### src/rtl/bufio_div_gen.sv
// Multi-channel divided-clock and SERDES-strobe generator clocked by the fast I/O clock.
// Runtime divide ratio, per-channel phase offset, clock enable, resync and lock indication.
module bufio_div_gen #(
    parameter int unsigned NUM_CH       = 2,
    parameter int unsigned CNT_W        = 4,
    parameter int unsigned RESET_DIVIDE = 4
) (
    input  logic                    CLK,
    input  logic                    RST,
    input  logic                    CE,
    input  logic [CNT_W-1:0]        DIVIDE,
    input  logic [NUM_CH*CNT_W-1:0] PHASE,
    input  logic                    RESYNC,
    output logic [NUM_CH-1:0]       DIVCLK,
    output logic [NUM_CH-1:0]       SERDESSTROBE,
    output logic                    LOCKED,
    output logic [NUM_CH-1:0]       PHASE_ERR
);

    logic [CNT_W-1:0]  cnt_q, cnt_d;
    logic [CNT_W-1:0]  d_q, d_d;
    logic              locked_q, locked_d;
    logic [NUM_CH-1:0] divclk_q, divclk_d;
    logic [NUM_CH-1:0] strobe_q, strobe_d;
    logic [NUM_CH-1:0] perr_q, perr_d;
    logic              upd;
    logic              div_ok;
    logic              wrap;

    assign div_ok = (DIVIDE >= CNT_W'(2));
    assign wrap   = (cnt_q == d_q - 1'b1);

    always_comb begin
        cnt_d    = cnt_q;
        d_d      = d_q;
        locked_d = locked_q;
        upd      = 1'b0;
        if (RESYNC) begin
            cnt_d    = '0;
            locked_d = 1'b0;
            upd      = 1'b1;
            if (div_ok) d_d = DIVIDE;
        end else if (CE) begin
            upd = 1'b1;
            if (wrap) begin
                cnt_d = '0;
                if (div_ok) d_d = DIVIDE;
                // lock on every unchanged-ratio wrap; a ratio change restarts the lock period
                locked_d = (d_d == d_q);
            end else begin
                cnt_d = cnt_q + 1'b1;
            end
        end
    end

    // Channel outputs are evaluated against the next counter value and next ratio.
    always_comb begin
        logic [CNT_W-1:0] p;
        logic [CNT_W:0]   rel;
        logic [CNT_W:0]   half;
        divclk_d = divclk_q;
        strobe_d = strobe_q;
        perr_d   = perr_q;
        p        = '0;
        rel      = '0;
        half     = ({1'b0, d_d} + 1'b1) >> 1;
        if (upd) begin
            for (int unsigned i = 0; i < NUM_CH; i++) begin
                p = PHASE[i*CNT_W +: CNT_W];
                if (p >= d_d) begin
                    perr_d[i]   = 1'b1;
                    divclk_d[i] = 1'b0;
                    strobe_d[i] = 1'b0;
                end else begin
                    if (cnt_d >= p) rel = {1'b0, cnt_d} - {1'b0, p};
                    else            rel = {1'b0, cnt_d} + {1'b0, d_d} - {1'b0, p};
                    perr_d[i]   = 1'b0;
                    divclk_d[i] = (rel < half);
                    strobe_d[i] = (cnt_d == p);
                end
            end
        end
    end

    always_ff @(posedge CLK or posedge RST) begin
        if (RST) begin
            cnt_q    <= '0;
            d_q      <= CNT_W'(RESET_DIVIDE);
            locked_q <= 1'b0;
            divclk_q <= '0;
            strobe_q <= '0;
            perr_q   <= '0;
        end else begin
            cnt_q    <= cnt_d;
            d_q      <= d_d;
            locked_q <= locked_d;
            divclk_q <= divclk_d;
            strobe_q <= strobe_d;
            perr_q   <= perr_d;
        end
    end

    assign DIVCLK       = divclk_q;
    assign SERDESSTROBE = strobe_q;
    assign LOCKED       = locked_q;
    assign PHASE_ERR    = perr_q;

endmodule

### config.mk
export PLATFORM = sky130hd
export DESIGN_NAME = bufio_div_gen
export DESIGN_NICKNAME = d
export VERILOG_FILES = /design/src/rtl/bufio_div_gen.sv
export SDC_FILE = /design/constraint.sdc
export NUM_CORES = 1
export LEC_CHECK = 0
export BUFFER_PORTS_ARGS = -buffer_cell sky130_fd_sc_hd__buf_2
export CAP_MARGIN = 5
export CORE_MARGIN = 3
export CORE_UTILIZATION = 31
export DETAILED_ROUTE_END_ITERATION = 12
export PLACE_DENSITY = 0.59
export REMOVE_ABC_BUFFERS = 1
export SYNTH_ARGS = -nofsm -noshare
export SYNTH_HDL_FRONTEND = slang
export SYNTH_SLANG_ARGS = --single-unit
export TNS_END_PERCENT = 100
### constraint.sdc
create_clock -name CLK -period 4 [get_ports CLK]
set_clock_uncertainty 0.2 [all_clocks]
set_input_delay 0.4 -clock CLK [delete_from_list [all_inputs] [get_ports CLK]]
set_output_delay 0.4 -clock CLK [all_outputs]
set_load 0.02 [all_outputs]
==> reports/qor.yml, run 1 <==
status:
  status: "finished with violations"
  violations: "negative setup slack"
global_routing:
  grt.total_usage: 0.159
  grt_max_degree: 16
  grt_use_met1: 0.199
  overflow: 0
  met2_usage: 0.284
  antenna_found_initial: 0
  grt_pass1_vias: 2023
  globalRoute.busiestLayer: "met2"
  grt_pass1_wl_um: 9470
  grt_use_met3: 0.0209
floorplanning:
  die_w_um: 86.8
  dieArea_sq_um: 7530
  die_h_um: 86.8
  start_util: 0.330
  num_rows: 28
  core-area_sq_um: 6130
  pin_count: 23
worst_setup_path:
  r2r-start: "d_q[2]$_DFF_PP1_"
  r2r_slack_ns: -0.14
  start_kind: "flop"
  crit_type: "reg -> reg"
  cp_max_fo: 7
  worstPathArrival_ns: 4.07
  r2r_cells: 16
  cp.required_ns: 3.94
  cp-endpoint: "DIVCLK[0]$_DFFE_PP0P_"
  crit_path_start: "d_q[2]$_DFF_PP1_"
  crit_path_end_kind: "flop"
  timing.rr.end: "DIVCLK[0]$_DFFE_PP0P_"
final_layout:
  nets: 365
  nFillCells: 598
  antenna_cells: 0
  final_area_sq_um: 2810
  drive_gt1_frac: 0.366
  utilization: 0.459
  instances_no_fill: 381
  area_growth_pct: 39.0
routing:
  drc: 0
  drtPass1Iterations: 4
  num_vias: 1945
  antenna_left: 0
  vias_per_cell: 5.10
  drt-initial-drc-count: 65
  drt-wirelength-per-cell_um: 15.1
  totalWireLength_um: 5750
clock_tree:
  cts.sinks: 15
  clk_latency_ns: 0.25
  cts_htree_levels: 1
  cts_root_buffer: "clkbuf_8"
  cts_tree: "built"
  clock_path_buffers: 2
  cts_buffers: 3
  clkTransAtPathRegs_ns: 0.07
pwr:
  internal-power_uw: 611
  powerDensity_nw_per_um2: 370
  ir_drop_mv: 0.185
  p_switching_uw: 430
  seqPwrFrac: 0.182
  p_leak_uw: 0.00146
  p_comb_frac: 0.697
  p_sw_frac: 0.413
  pwr-share-clk: 0.121
min_path:
  min_path_type: "in -> async"
placed_design:
  port-buffer-count: 22
  dp_hpwl_um: 4630
  placed_cell_area_sq_um: 2500
  pre_cts_slack_ns: -0.354
  routabilityCongestion: 0.844
  dp_cells: 364
synth:
  syn_inst: 231
  synthArstFlopShare: 1.00
  synth-adder-area-share: 0.278
  synth-compound-area-share: 0.204
  ys_types: 45
  ys.flop_type: "dfrtp_1"
  syn_area_per_cell_sq_um: 8.75
  yosysWarningCount: 0
  synth_edf_count: 0
  synth_area_sq_um: 2020
  muxShareOfSynthArea: 0.0155
  ys_ff_latch: 15
  post_synth_xor_area_fraction: 0.0978
  synth_top_family_by_area: "adder cells"
  ys_seq_area_frac: 0.186
  synth-simple-area-share: 0.151
sta:
  relSlewSlack: 0.600
  fmax_mhz: 242
  setup_viol: 2
  tightestPinTransition_ns: 0.599
  hold_viol: 0
  min_period_ns: 4.14
  drv_slew: 0
  setup_slack_ns: -0.138
  finalSetupTns_ns: -0.209
  rsz0062_at_grt: "true"
  post-route-period-util: 1.03
job:
  drv_cap: 0
flip-flops by register name (all words and copies together), names as in the netlist:
name	flops
SERDESSTROBE	2
cnt_q	4
PHASE_ERR	2
DIVCLK	2
d_q	4
LOCKED	1
worst max-delay path, cell delays in order, from the launching register on:
cell	delay, ns
dfstp_2	0.55
xnor3_1	0.29
and4_4	0.20
a21o_4	0.23
buf_4	0.14
a22o_4	0.27
ha_1	0.27
a21o_1	0.19
a21oi_2	0.18
xnor2_2	0.15
ha_1	0.28
xnor2_1	0.15
o311a_1	0.30
ha_2	0.33
o21ai_1	0.07
a21oi_1	0.16
o31ai_2	0.07
per-stage QoR:
stage / hold WS (ns) / total power, uW
after floorplan: 0.101 / 597
after global placement: 0.269 / 794
after detailed placement: 0.280 / 808
after CTS: 0.0361 / 1010
after global routing: 0.0584 / 1140
final: 0.00745 / 1040
power groups by stage:
stage / clock network, uW / logic (uW) / registers (uW)
floorplan: 0 / 383 / 215
global placement: 0 / 604 / 190
detailed placement: 0 / 616 / 192
CTS: 130 / 695 / 189
global route: 136 / 807 / 192
finish: 126 / 726 / 189
layer usage:
layer / wire length (um) / share of wire
met5: 0 / 0
met4: 89 / 0.015
met3: 175 / 0.030
met2: 2860 / 0.50
met1: 2620 / 0.46
synthesized netlist by cell type, drive strengths merged (2+ instances only):
cell type  instances  area, sq um
nand2             13         48.8
buf                2         22.5
nor2              11         41.3
xor2              10         87.6
a22o               4         35.0
nor2b              3         18.8
a21oi             11         55.1
a41oi              2         17.5
mux2i              2         20.0
nand3              5         25.0
and4               3         26.3
a31oi              2         12.5
a211oi             3         22.5
nor3               6         30.0
fa                 5          100
nand2b             8         50.1
a21o              13         97.6
clkbuf             2         7.51
xnor2             10         87.6
inv               28          105
o21a               3         22.5
or4                2         15.0
o21ai             13         65.1
dfrtp             14          350
ha                37          463
final cells by class:
class,count,area [sq um],area share
clock buffers,3,41.3,0.0147
clock inverters,1,5.00,0.00178
inverters,28,108,0.0383
multi-input cells,184,1670,0.595
flip-flops and latches,15,377,0.134
well taps,75,93.8,0.0334
repair buffers,75,515,0.183
how the worst min path moves through the flow:
stage	slack, ns	depth (start not counted)	start	endpoint
after floorplan	0.10	1	RST	DIVCLK[0]$_DFFE_PP0P_
after global placement	0.27	2	DIVCLK[0]$_DFFE_PP0P_	DIVCLK[0]$_DFFE_PP0P_
after detailed placement	0.28	2	DIVCLK[1]$_DFFE_PP0P_	DIVCLK[1]$_DFFE_PP0P_
after CTS	0.04	2	RST	PHASE_ERR[1]$_DFFE_PP0P_
after global routing	0.06	2	RST	cnt_q[0]$_DFF_PP0_
final	0.007	2	RST	cnt_q[0]$_DFF_PP0_
what timing repair did:
action | 4_1_cts | 5_1_grt
setup buffers | 12 | 1
resized for setup | 32 | 9
hold buffers | 0 | 0
cloned | 0 | 0
pin swaps | 12 | 2
setup endpoints to repair | 2 | 2
cells in the final DEF (no fill, tap or decap), drive strengths merged, types with 2 or more instances in the layout:
cell    instances
a211oi          3
a21o           13
a21oi          11
a22o            4
a31oi           2
a41oi           2
and4            3
buf            75
clkbuf          3
dfrtp          14
fa              5
ha             37
inv            28
mux2i           2
nand2          13
nand2b          8
nand3           5
nor2           11
nor2b           3
nor3            6
o21a            3
o21ai          13
or4             2
xnor2          10
xor2           10
cells by family (layout without fill, tap and decap cells):
group	after synthesis	count (layout)
adders and majority gates	42	42
DFF	15	15
buffers and inverters	32	107
AOI/OAI and AO/OA	60	60
muxes	3	3
xor gates and xnor gates	21	21
and+or+nand+nor	58	58
(Power assumes the default switching activity.)
==> run 2, diff against run 1 <==
--- a/config.mk
+++ b/config.mk
@@ -7,6 +7,7 @@
 export LEC_CHECK = 0
 export BUFFER_PORTS_ARGS = -buffer_cell sky130_fd_sc_hd__buf_2
 export CAP_MARGIN = 5
+export CORE_ASPECT_RATIO = 1.25
 export CORE_MARGIN = 3
 export CORE_UTILIZATION = 31
 export DETAILED_ROUTE_END_ITERATION = 12
==> reports/qor.yml, run 2 (synthesis results as in run 1) <==
sta:
  fmax_mhz: 244  # was 242 MHz
  setup_viol: 2  # unchanged
  hold_viol: 0  # unchanged
  rsz0062_at_grt: "true"  # unchanged
  setup_slack_ns: -0.103  # was -0.138 ns
  tightestPinTransition_ns: 0.612  # was 0.599 ns
  drv_slew: 0  # unchanged
  relSlewSlack: 0.592  # was 0.600
  post-route-period-util: 1.03  # about the same
  min_period_ns: 4.10  # was 4.14 ns
final_layout:
  reg_top3: "cnt_q (4), d_q (4)"  # unchanged
  drive_gt1_frac: 0.386  # was 0.366
  area_growth_pct: 40.4  # was 39.0%
  utilization: 0.455  # was 0.459
  antenna_cells: 0  # unchanged
  instances_no_fill: 391  # was 381
  most-common-layout-cells: "buf_4 (49), ha_1 (31), buf_2 (22)"  # was buf_4 (51), ha_1 (30), inv_1 (22), buf_2 (22), dfrtp_1 (14)
  nets: 365  # unchanged
  layout_commonest_cell: "buf_4"  # unchanged
floorplanning:
  pin_count: 23  # unchanged
  dieArea_sq_um: 7530  # about the same
  num_rows: 32  # was 28
  start_util: 0.324  # was 0.330
  die_h_um: 96.3  # was 86.8 um
  die_w_um: 78.2  # was 86.8 um
  core-area_sq_um: 6250  # was 6130 sq um
routing:
  totalWireLength_um: 6010  # was 5750 um
  drt-wirelength-per-cell_um: 15.4  # was 15.1 um
  num_vias: 1947  # was 1945
  drc: 0  # unchanged
  antenna_left: 0  # unchanged
  drtPass1Iterations: 4  # unchanged
  drt-initial-drc-count: 78  # was 65
  vias_per_cell: 4.98  # was 5.10
placed_design:
  port-buffer-count: 22  # unchanged
  pre_cts_slack_ns: -0.275  # was -0.354 ns
  dp_cells: 373  # was 364
  routabilityCongestion: 0.889  # was 0.844
  dp_hpwl_um: 4730  # was 4630 um
worst_setup_path:
  cp_max_fo: 5  # was 7
  crit_buf_inv: 3  # was 1
  crit_path_end_kind: "flop"  # unchanged
  timing.rr.end: "DIVCLK[0]$_DFFE_PP0P_"  # unchanged
  cpPeakStageDelay_ns: 0.54  # was 0.55 ns
  cp.required_ns: 3.94  # about the same
  r2r-start: "d_q[2]$_DFF_PP1_"  # unchanged
  path_cells: "xnor3_1 > and4_4 > a21o_4 > buf_6 > a22o_4 > inv_4 > fa_2 > inv_2 > ha_4 > a21o_1 > a21oi_2 > xnor2_1 > o311a_1 > ha_2 > o21ai_1 > a21oi_1 > o31ai_2"  # was xnor3_1 > and4_4 > a21o_4 > buf_4 > a22o_4 > ha_1 > a21o_1 > a21oi_2 > xnor2_2 > ha_1 > xnor2_1 > o311a_1 > ha_2 > o21ai_1 > a21oi_1 > o31ai_2
  crit_type: "reg -> reg"  # unchanged
  start_kind: "flop"  # unchanged
  cpMaxStageDelayCell: "dfstp_2"  # unchanged
  cp_num_cells: 17  # was 16
  r2r_slack_ns: -0.10  # was -0.14 ns
  cpLargestDelayFamily: "compound AO/OA/AOI/OAI gates"  # unchanged
  worstPathArrival_ns: 4.04  # was 4.07 ns
  r2r_cells: 17  # was 16
global_routing:
  antenna_found_initial: 0  # unchanged
  grt.total_usage: 0.169  # was 0.159
  grt_pass1_wl_um: 9840  # was 9470 um
  overflow: 0  # unchanged
  grt_pass1_vias: 2081  # was 2023
  grt_max_degree: 16  # unchanged
clock_tree:
  clkTransAtPathRegs_ns: 0.07  # about the same
  cts.sinks: 15  # unchanged
  cts_root_buffer: "clkbuf_8"  # unchanged
  clock_path_buffers: 2  # unchanged
  cts_htree_levels: 1  # unchanged
  cts_tree: "built"  # unchanged
  cts_buffers: 3  # unchanged
  clk_latency_ns: 0.25  # about the same
  hold_buffers: 0  # unchanged
job:
  drv_cap: 0  # unchanged
pwr:
  p_leak_uw: 0.00147  # was 0.00146 uW
  ir_drop_mv: 0.137  # was 0.185 mV
  powerDensity_nw_per_um2: 374  # was 370 nW/um^2
  p_total_uw: 1060  # was 1040 uW
min_path:
  min_path_type: "in -> async"  # unchanged
status:
  violations: "negative setup slack"  # unchanged
  status: "finished with violations"  # unchanged
[run 2: cell type report]
cell class,count,area (sq um)
multi-input cells,184,1670
clock inverters,1,5.00
inverters,28,113
clock buffers,3,41.3
repair buffers,75,523
fillers,622,3410
flip-flops and latches,15,377
well taps,85,106
[run 2: worst max-delay path by stage]
stage | startpoint | end | slack (ns)
floorplan | d_q[0]$_DFF_PP0_ | DIVCLK[0]$_DFFE_PP0P_ | -0.34
global placement | d_q[2]$_DFF_PP1_ | DIVCLK[0]$_DFFE_PP0P_ | -0.21
detailed placement | d_q[2]$_DFF_PP1_ | DIVCLK[0]$_DFFE_PP0P_ | -0.28
CTS | d_q[1]$_DFF_PP0_ | DIVCLK[0]$_DFFE_PP0P_ | -0.17
global route | d_q[1]$_DFF_PP0_ | DIVCLK[1]$_DFFE_PP0P_ | -0.27
finish | d_q[2]$_DFF_PP1_ | DIVCLK[0]$_DFFE_PP0P_ | -0.10
[run 2: power by group]
group / switching (uW) / internal, uW / leakage (uW)
logic: 367 / 378 / 0.00125
clock network: 58.1 / 69.1 / 0.0000255
registers: 13.2 / 176 / 0.000192
total: 438 / 623 / 0.00147
[run 2: routing by layer]
metal,vias to the layer above,part of all wire,wire length [um],track usage
met5,-,0,0,0
met4,0,0.047,283,0.0977
met3,18,0.022,135,0.0122
met2,37,0.53,3170,0.325
met1,921,0.40,2420,0.181
li1,971,-,-,-
[run 2: timing repair]
action                                  in CTS  in global routing
pin swaps                                   25                  8
cloned                                       0                  0
endpoints found under the setup margin       2                  2
buffers inserted                            11                  3
resized for setup                           36                 14
[run 2: worst register-to-register path, delay by kind of cell, from the launching register on]
kind / cells / cell delay (ns)
AO/OA/AOI/OAI: 8 / 1.44
adder cells (fa/ha/maj): 3 / 0.97
flip-flops: 1 / 0.54
XOR/XNOR: 2 / 0.37
buffers and inverters: 3 / 0.31
AND/OR/NAND/NOR: 1 / 0.16
[run 2: through the flow]
step | TNS (ns) | hold WS, ns | cell area [sq um]
2_1_floorplan | -0.558 | 0.101 | 1990
3_3_place_gp | -0.380 | 0.276 | 2500
3_5_place_dp | -0.516 | 0.286 | 2500
4_1_cts | -0.288 | 0.0353 | 2770
5_1_grt | -0.531 | 0.0628 | 2840
6_report | -0.202 | 0.0100 | 2840
==> run 3, diff against run 2 <==
--- a/config.mk
+++ b/config.mk
@@ -7,11 +7,13 @@
 export LEC_CHECK = 0
 export BUFFER_PORTS_ARGS = -buffer_cell sky130_fd_sc_hd__buf_2
 export CAP_MARGIN = 5
+export CELL_PAD_IN_SITES_DETAIL_PLACEMENT = 0
+export CELL_PAD_IN_SITES_GLOBAL_PLACEMENT = 1
 export CORE_ASPECT_RATIO = 1.25
 export CORE_MARGIN = 3
 export CORE_UTILIZATION = 31
 export DETAILED_ROUTE_END_ITERATION = 12
-export PLACE_DENSITY = 0.59
+export PLACE_DENSITY = 0.71
 export REMOVE_ABC_BUFFERS = 1
 export SYNTH_ARGS = -nofsm -noshare
 export SYNTH_HDL_FRONTEND = slang
==> reports/qor.yml, run 3 (synthesis results as in run 1) <==
status:
  status: "finished with violations"  # unchanged
  violations: "negative hold slack, negative setup slack"  # was negative setup slack
worst_setup_path:
  crit_path_end_kind: "flop"  # unchanged
  crit_type: "reg -> reg"  # unchanged
  crit_buf_inv: 1  # was 3
  r2r_slack_ns: -0.11  # was -0.10 ns
  cp.required_ns: 3.93  # was 3.94 ns
  r2r_cells: 16  # was 17
  cpLargestDelayFamily: "compound AO/OA/AOI/OAI gates"  # unchanged
  timing.rr.end: "DIVCLK[0]$_DFFE_PP0P_"  # unchanged
  cpMaxStageDelayCell: "dfstp_2"  # unchanged
  worstPathArrival_ns: 4.05  # was 4.04 ns
  path_cells: "xnor3_1 > and4_4 > a21o_4 > buf_4 > a22o_4 > ha_1 > a21o_1 > a21oi_2 > xnor2_2 > ha_1 > xnor2_1 > o311a_1 > ha_2 > o21ai_1 > a21oi_1 > o31ai_1"  # was xnor3_1 > and4_4 > a21o_4 > buf_6 > a22o_4 > inv_4 > fa_2 > inv_2 > ha_4 > a21o_1 > a21oi_2 > xnor2_1 > o311a_1 > ha_2 > o21ai_1 > a21oi_1 > o31ai_2
  start_kind: "flop"  # unchanged
  cp_max_fo: 7  # was 5
  cpPeakStageDelay_ns: 0.54  # about the same
  cp_common_cell: "ha_1"
  r2r-start: "d_q[2]$_DFF_PP1_"  # unchanged
floorplanning:
  pin_count: 23  # unchanged
  num_rows: 32  # unchanged
  die_h_um: 96.3  # unchanged
  dieArea_sq_um: 7530  # unchanged
  core-area_sq_um: 6250  # unchanged
  die_w_um: 78.2  # unchanged
  start_util: 0.324  # unchanged
routing:
  drc: 0  # unchanged
  drtPass1Iterations: 6  # was 4
  drt-initial-drc-count: 76  # was 78
  vias_per_cell: 5.01  # was 4.98
  num_vias: 1954  # was 1947
  totalWireLength_um: 6020  # was 6010 um
  antenna_left: 0  # unchanged
  drt-wirelength-per-cell_um: 15.4  # about the same
sta:
  setup_slack_ns: -0.114  # was -0.103 ns
  fmax_mhz: 243  # was 244 MHz
  fin_hold_ws_ns: -0.00322  # was 0.0100 ns
  post-route-period-util: 1.03  # about the same
  setup_viol: 2  # unchanged
  finalSetupTns_ns: -0.213  # was -0.202 ns
  relSlewSlack: 0.610  # was 0.592
  hold_viol: 7  # was 0
  rsz0062_at_grt: "true"  # unchanged
  tightestPinTransition_ns: 0.584  # was 0.612 ns
  drv_slew: 0  # unchanged
  min_period_ns: 4.11  # was 4.10 ns
final_layout:
  antenna_cells: 0  # unchanged
  area_growth_pct: 38.5  # was 40.4%
  reg_top3: "cnt_q (4), d_q (4)"  # unchanged
  final_area_sq_um: 2800  # was 2840 sq um
  regArea_sq_um: 377  # unchanged
  nets: 364  # was 365
  layout_commonest_cell: "buf_4"  # unchanged
  utilization: 0.448  # was 0.455
  instances_no_fill: 390  # was 391
  most-common-layout-cells: "buf_4 (51), ha_1 (34), buf_2 (22)"  # was buf_4 (49), ha_1 (31), buf_2 (22)
  drive_gt1_frac: 0.370  # was 0.386
  multiInputGateArea_sq_um: 1650  # was 1670 sq um
  nFillCells: 635  # was 622
pwr:
  p_total_uw: 1020  # was 1060 uW
  p_leak_uw: 0.00146  # was 0.00147 uW
  ir_drop_mv: 0.107  # was 0.137 mV
  powerDensity_nw_per_um2: 363  # was 374 nW/um^2
clock_tree:
  clk_latency_ns: 0.25  # about the same
  cts_tree: "built"  # unchanged
  cts_root_buffer: "clkbuf_8"  # unchanged
  cts_htree_levels: 1  # unchanged
  cts_buffers: 3  # unchanged
  hold_buffers: 0  # unchanged
  clock_path_buffers: 2  # unchanged
  cts.sinks: 15  # unchanged
  clkTransAtPathRegs_ns: 0.07  # about the same
placed_design:
  port-buffer-count: 22  # unchanged
  dp_cells: 373  # unchanged
  routabilityCongestion: 0.950  # was 0.889
  dp_hpwl_um: 4750  # was 4730 um
  placed_cell_area_sq_um: 2500  # unchanged
global_routing:
  grt_pass1_wl_um: 9440  # was 9840 um
  antenna_found_initial: 0  # unchanged
  grt.total_usage: 0.163  # was 0.169
  overflow: 0  # unchanged
  grt_pass1_vias: 2039  # was 2081
  grt_max_degree: 16  # unchanged
min_path:
  min_path_type: "in -> async"  # unchanged
job:
  drv_cap: 0  # unchanged
[run 3: where the power goes]
part           internal [uW]  switching, uW
clock network           69.1           55.6
registers                176           13.9
logic                    349            353
total                    594            422
[run 3: layout make-up]
type | count | share of cell area
timing repair buffer | 74 | 0.180
clock buffer | 3 | 0.0147
multi-input combinational | 184 | 0.591
sequential | 15 | 0.134
tap | 85 | 0.0380
clock inverter | 1 | 0.00179
inverter | 28 | 0.0402
[run 3: what timing repair did]
action                                  CTS  global route
gates resized for setup                  24            20
cloned                                    0             0
buffers inserted                         11             2
pin swaps                                12             4
endpoints found under the setup margin    2             2
[run 3: stage by stage]
step	hold slack, ns	setup slack, ns
2_1_floorplan	0.101	-0.344
4_1_cts	0.0303	-0.0982
3_3_place_gp	0.269	-0.237
3_5_place_dp	0.274	-0.226
5_1_grt	0.0686	-0.294
6_report	-0.00322	-0.114
[run 3: metal layers]
layer  track usage  vias to the layer above  part of all wire
met1         0.162                      931              0.37
li1              -                      968                 -
met3       0.00375                       20             0.014
met2         0.326                       35              0.56
met4         0.111                        0             0.055
met5             0                        -                 0
[run 3: worst reg2reg max path, delay by kind of cell (launching register included)]
kind,cells,cell delay [ns]
compound gates,8,1.45
xor+xnor,3,0.57
fa+ha+maj,3,0.91
buf+inv,1,0.14
flops,1,0.54
simple gates,1,0.18
[run 3: worst max path at each step]
stage	from	end	slack, ns	cells past startpoint
after detailed placement	d_q[2]$_DFF_PP1_	DIVCLK[1]$_DFFE_PP0P_	-0.23	17
final	d_q[2]$_DFF_PP1_	DIVCLK[0]$_DFFE_PP0P_	-0.11	16
after CTS	d_q[1]$_DFF_PP0_	DIVCLK[0]$_DFFE_PP0P_	-0.1	17
after floorplan	d_q[0]$_DFF_PP0_	DIVCLK[0]$_DFFE_PP0P_	-0.34	20
after global routing	d_q[2]$_DFF_PP1_	DIVCLK[0]$_DFFE_PP0P_	-0.29	18
after global placement	d_q[2]$_DFF_PP1_	DIVCLK[0]$_DFFE_PP0P_	-0.24	16
